`src/rtl/lc3_obj_loader.sv`:
```
// rtl/lc3_obj_loader.sv - LC-3 object-file loader: streams origin + body words into memory
module lc3_obj_loader #(
  parameter int WIDTH     = 16,
  parameter int ADDR_W    = 16,
  parameter int MAX_WORDS = 64,
  localparam int CW       = $clog2(MAX_WORDS + 1)
) (
  input  logic              clk,
  input  logic              rst,
  input  logic              start,
  input  logic              in_valid,
  input  logic [WIDTH-1:0]  in_data,
  input  logic              in_last,
  output logic              in_ready,
  output logic              mem_we,
  output logic [ADDR_W-1:0] mem_addr,
  output logic [WIDTH-1:0]  mem_wdata,
  input  logic              mem_ready,
  output logic              busy,
  output logic              done,
  output logic              error,
  output logic [ADDR_W-1:0] origin,
  output logic [CW-1:0]     word_count
);

  typedef enum logic [2:0] {
    S_IDLE,
    S_ORIGIN,
    S_LOAD,
    S_DONE,
    S_ERR
  } state_t;

  state_t              state_q, state_d;
  logic [ADDR_W-1:0]   origin_q, origin_d;
  // Extra top bit flags that the pointer has walked past the last address.
  logic [ADDR_W:0]     ptr_q, ptr_d;
  logic [CW-1:0]       body_cnt_q, body_cnt_d;
  logic [CW-1:0]       word_count_q, word_count_d;
  logic                we_q, we_d;
  logic [ADDR_W-1:0]   addr_q, addr_d;
  logic [WIDTH-1:0]    wdata_q, wdata_d;
  // Set once the final body word is in the write stage: stop accepting, wait for drain.
  logic                last_q, last_d;

  logic [ADDR_W-1:0]   data_as_addr;
  logic                wr_accept;
  logic                in_ready_c;

  // Origin word is truncated or zero-extended to the address width.
  generate
    if (WIDTH >= ADDR_W) begin : g_trunc
      assign data_as_addr = in_data[ADDR_W-1:0];
    end else begin : g_zext
      assign data_as_addr = {{(ADDR_W - WIDTH){1'b0}}, in_data};
    end
  endgenerate

  assign wr_accept = we_q && mem_ready;

  // Next-state, write stage and counter updates.
  always_comb begin
    state_d      = state_q;
    origin_d     = origin_q;
    ptr_d        = ptr_q;
    body_cnt_d   = body_cnt_q;
    word_count_d = word_count_q;
    we_d         = we_q;
    addr_d       = addr_q;
    wdata_d      = wdata_q;
    last_d       = last_q;
    in_ready_c   = 1'b0;

    if (wr_accept) begin
      we_d         = 1'b0;
      word_count_d = word_count_q + 1'b1;
    end

    case (state_q)
      S_IDLE, S_DONE, S_ERR: begin
        if (start) begin
          state_d      = S_ORIGIN;
          word_count_d = '0;
          body_cnt_d   = '0;
          last_d       = 1'b0;
        end
      end
      S_ORIGIN: begin
        in_ready_c = 1'b1;
        if (in_valid) begin
          origin_d = data_as_addr;
          ptr_d    = {1'b0, data_as_addr};
          state_d  = in_last ? S_DONE : S_LOAD;
        end
      end
      S_LOAD: begin
        in_ready_c = !last_q && (!we_q || mem_ready);
        if (in_valid && in_ready_c) begin
          if ((body_cnt_q == CW'(MAX_WORDS)) || ptr_q[ADDR_W]) begin
            state_d = S_ERR;
          end else begin
            we_d       = 1'b1;
            addr_d     = ptr_q[ADDR_W-1:0];
            wdata_d    = in_data;
            ptr_d      = ptr_q + 1'b1;
            body_cnt_d = body_cnt_q + 1'b1;
            if (in_last) begin
              last_d = 1'b1;
            end
          end
        end
        if (last_q && wr_accept) begin
          state_d = S_DONE;
        end
      end
      default: state_d = S_IDLE;
    endcase
  end

  // State and datapath registers, cleared immediately by reset.
  always_ff @(posedge clk or posedge rst) begin
    if (rst) begin
      state_q      <= S_IDLE;
      origin_q     <= '0;
      ptr_q        <= '0;
      body_cnt_q   <= '0;
      word_count_q <= '0;
      we_q         <= 1'b0;
      addr_q       <= '0;
      wdata_q      <= '0;
      last_q       <= 1'b0;
    end else begin
      state_q      <= state_d;
      origin_q     <= origin_d;
      ptr_q        <= ptr_d;
      body_cnt_q   <= body_cnt_d;
      word_count_q <= word_count_d;
      we_q         <= we_d;
      addr_q       <= addr_d;
      wdata_q      <= wdata_d;
      last_q       <= last_d;
    end
  end

  assign in_ready   = in_ready_c;
  assign mem_we     = we_q;
  assign mem_addr   = addr_q;
  assign mem_wdata  = wdata_q;
  assign busy       = (state_q == S_ORIGIN) || (state_q == S_LOAD);
  assign done       = (state_q == S_DONE);
  assign error      = (state_q == S_ERR);
  assign origin     = origin_q;
  assign word_count = word_count_q;

endmodule

```
`config.mk`:
```
export PLATFORM = sky130hd
export DESIGN_NAME = lc3_obj_loader
export DESIGN_NICKNAME = d
export VERILOG_FILES = /design/src/rtl/lc3_obj_loader.sv
export SDC_FILE = /design/constraint.sdc
export NUM_CORES = 1
export LEC_CHECK = 0
export BUFFER_PORTS_ARGS = -buffer_cell sky130_fd_sc_hd__buf_4
export CAP_MARGIN = 0
export CORE_UTILIZATION = 59
export DETAILED_ROUTE_END_ITERATION = 6
export PLACE_DENSITY = 0.9
export SLEW_MARGIN = 10
export SYNTH_ARGS = -nofsm -noshare
export SYNTH_HDL_FRONTEND = slang
export SYNTH_SLANG_ARGS = --single-unit
```
`constraint.sdc`:
```
create_clock -name clk -period 5.2 [get_ports clk]
set_input_delay 0.26 -clock clk [delete_from_list [all_inputs] [get_ports clk]]
set_output_delay 0.26 -clock clk [all_outputs]
set_load 0.03 [all_outputs]
```
==> impl_results.md <==
- Status: finished with violations
- Failing checks: DRC
- Residual DRC: 10
- Final setup fails: 0
- Layout Utilization: 74.7%
- Netlist cell types: 52
- Ys async rst share: 100%
- Antenna Violating Nets Remaining: 0
- Detail Placement HPWL: 6640 um
- FF-to-FF Start: state_q[1]$_DFFE_PP0P_
- FF+latch count, synth: 84
- Min-Delay Path Class: primary input to register
- CTS tree: built
- Cell Count, Final, Fillers Out: 607
- Area of the multi-input gates: 1720 um^2
- Fmax: between 300 and 400 MHz
- Final Cell Area: 4800 um^2
- Register area share after synthesis: 53.0%
- Root Driver: clkbuf_8
- Top cells by area, synth: dfrtp_1, nand2_1, nor2_1
- Reg area: roughly 2100 um^2
- Synth area leader: dfrtp_1
- Setup TNS: 0 ns
- Cell with the most instances after synthesis: nand2_1
- Switch share: a little under half
- Initial antenna violation count: 0
- Main synth FF type: dfrtp_1
- Pleak: 2.38 nW
- Fin. max-slew vios: 0
- Hold path depth: 3
- Hold_buf cts: 0
- Vias per cell: 5.83
- Clock Skew: 0.0122 ns
- Power Density: about 650 nW/um^2
- Worst setup SP type: register
- Max-cap violations: 0
- PortBufs: 81
- Layout cells sized above 1: 21.9%
- CTS sink count: 84
- WP data required: roughly 5.5 ns
- Sequential share of power: between 30% and 40%
- Comb pwr share: between 40% and 50%
- Yosys synthesis warning count: 0
- Crit path max fanout: 23
- Vias in the first global route: 3421
- Post-Synthesis Cells: approximately 450
- Synthesized area: 3960 um^2
- Worst reg2reg path endpoint: ptr_q[2]$_DFFE_PP0P_
- Post-Route WL: 9800 um
- Maximum clock path buffer count: 2
- CP arrival: 3.00 ns
- Final hold violations: 0
- Initial Util: 61.7%
- Slew @ Worst Pin: about 1.0 ns
- Clock power frac: around 16%
- Max-slew headroom: 31.3%
- Final worst slack: 2.45 ns
- Number of enable flip-flop cells after synthesis: 0
- Worst slack, placed: around 2.5 ns
- Hold Path End: mem_wdata[4]$_DFFE_PP0P_
- Gr ovfl total: 0
- 1st-pass router iterations: 7
- Pwr Total: between 3 and 4 mW
- Largest net degree at the start of global routing: 85
- Post-CTS Setup Bufs: 0
- Clock-pin slew on the worst setup and hold paths: about 0.10 ns
- Mean Syn Cell Area: 8.83 um^2
- GP Congestion: 0.894
- Final critical-path required period: 2.75 ns
- Internal: 1.67 mW
- VDD IR-drop max: 0.390 mV
- Ant diodes: 0
- Switching power: between 1 and 1.5 mW
- Iter 0 DRT Violations: about 320
- # fillers: 473
- Row count: 29
- RSZ-0062 raised after global routing: no
- Worst-case reg-to-reg path depth: 6
- CORE AREA: 6420 um^2
- Yosys top cell area share: roughly 53%
- Skew-Pair Late Insertion Delay: between 0.3 and 0.4 ns
- First-pass GRT wire length: 16300 um
- GRT Total Usage: 29.6%
- Period Utilization, post-route: 52.9%
- WHS: 0.0991 ns
- IO Count: 82
- Cell count after placement: 591
- Post-CTS Resized: 0
- CTS H-tree depth: 3
- Die area: 7050 um^2
- Post-synth top cells: nand2_1, dfrtp_1, nor2_1
- Hold path startpoint: in_data[4]
- Area delta synth->final: 21.0%
- Die Span X: 84.0 um
- Vias: 3541
- Placed Area: 4590 um^2
- Critical path type: register to register
- Layout Nets: 551
- Syn Nets: 475
- Die height: 84.0 um
- Routed len/inst: 16.1 um
- CTS Buf Count: 9
- Register-to-Register Setup Slack: 2.45 ns
- Crit. End Element: register
per-layer routing:
layer,up-vias,wire [um],GRT usage (%)
met5,-,0,0
met4,0,221,12.9
met3,22,765,5.34
met2,181,4510,45.2
met1,1680,4300,41.5
li1,1658,-,-
state kept, by name, summed over array words and instances (netlist names):
register and count:
last_q 1, ptr_q 17, word_count 7, mem_we 1
body_cnt_q 7, mem_addr 16, origin 16, mem_wdata 16
state_q 3
cell usage in the layout (no fill, tap or decap), types with 2 or more instances in the layout:
cell,instances
nand2_1,175
clkbuf_8,9
nor3_1,8
a21oi_1,8
o21ai_0,18
nor2b_1,4
a32o_1,2
dfrtp_1,84
a211oi_1,2
o311ai_0,3
nand4_1,5
xnor2_1,3
buf_4,85
o31ai_1,2
and2_1,2
a31oi_1,5
ha_1,4
nand2b_1,3
a31o_2,2
nand3_1,16
and3_1,5
xor2_1,4
a22oi_1,4
inv_6,4
nor2_1,31
a41oi_1,3
a311oi_1,2
or4_1,2
o22ai_1,3
inv_1,7
or3_1,2
cell families (layout without fill, tap and decap cells):
family | count (synthesis) | count (layout) | synth area share, %
xor gates and xnor gates | 7 | 7 | 1.55
AOI/OAI and AO/OA | 62 | 62 | 11.3
buffers and inverters | 28 | 109 | 3.47
adders and majority gates | 4 | 4 | 1.26
DFF | 84 | 84 | 53.0
and+or+nand+nor | 264 | 264 | 29.3
power by group through the flow:
stage	registers, mW	logic (mW)	clock network, mW
after global placement	1.13	1.45	0
final	1.14	1.50	0.486
after CTS	1.14	1.50	0.490
after floorplan	1.43	0.692	0
after global routing	1.18	1.62	0.518
after detailed placement	1.14	1.49	0
critical path, cell delays in order (launching register included):
cell and delay [ns]:
dfrtp_1 0.54, nor2b_1 0.35, nand2b_2 0.38, nor3_4 0.75, buf_4 0.38, and3_1 0.19, nor3_1 0.05
cell type report:
type | instances | area share, %
sequential | 84 | 43.8
clock buffer | 9 | 2.58
clock inverter | 7 | 1.70
inverter | 8 | 0.652
tap | 77 | 2.01
timing repair buffer | 85 | 13.3
multi-input combinational | 337 | 35.9
how the worst max path moves through the flow:
stage	start	end	slack, ns	depth (start not counted)
2_1_floorplan	rst	body_cnt_q[0]$_DFFE_PP0P_	2.77	1
6_report	state_q[1]$_DFFE_PP0P_	ptr_q[2]$_DFFE_PP0P_	2.45	6
3_3_place_gp	state_q[1]$_DFFE_PP0P_	ptr_q[2]$_DFFE_PP0P_	2.67	6
5_1_grt	state_q[1]$_DFFE_PP0P_	ptr_q[2]$_DFFE_PP0P_	2.28	6
4_1_cts	state_q[1]$_DFFE_PP0P_	ptr_q[2]$_DFFE_PP0P_	2.46	6
3_5_place_dp	state_q[1]$_DFFE_PP0P_	ptr_q[2]$_DFFE_PP0P_	2.49	6
Power figures use the tool's default switching activity.
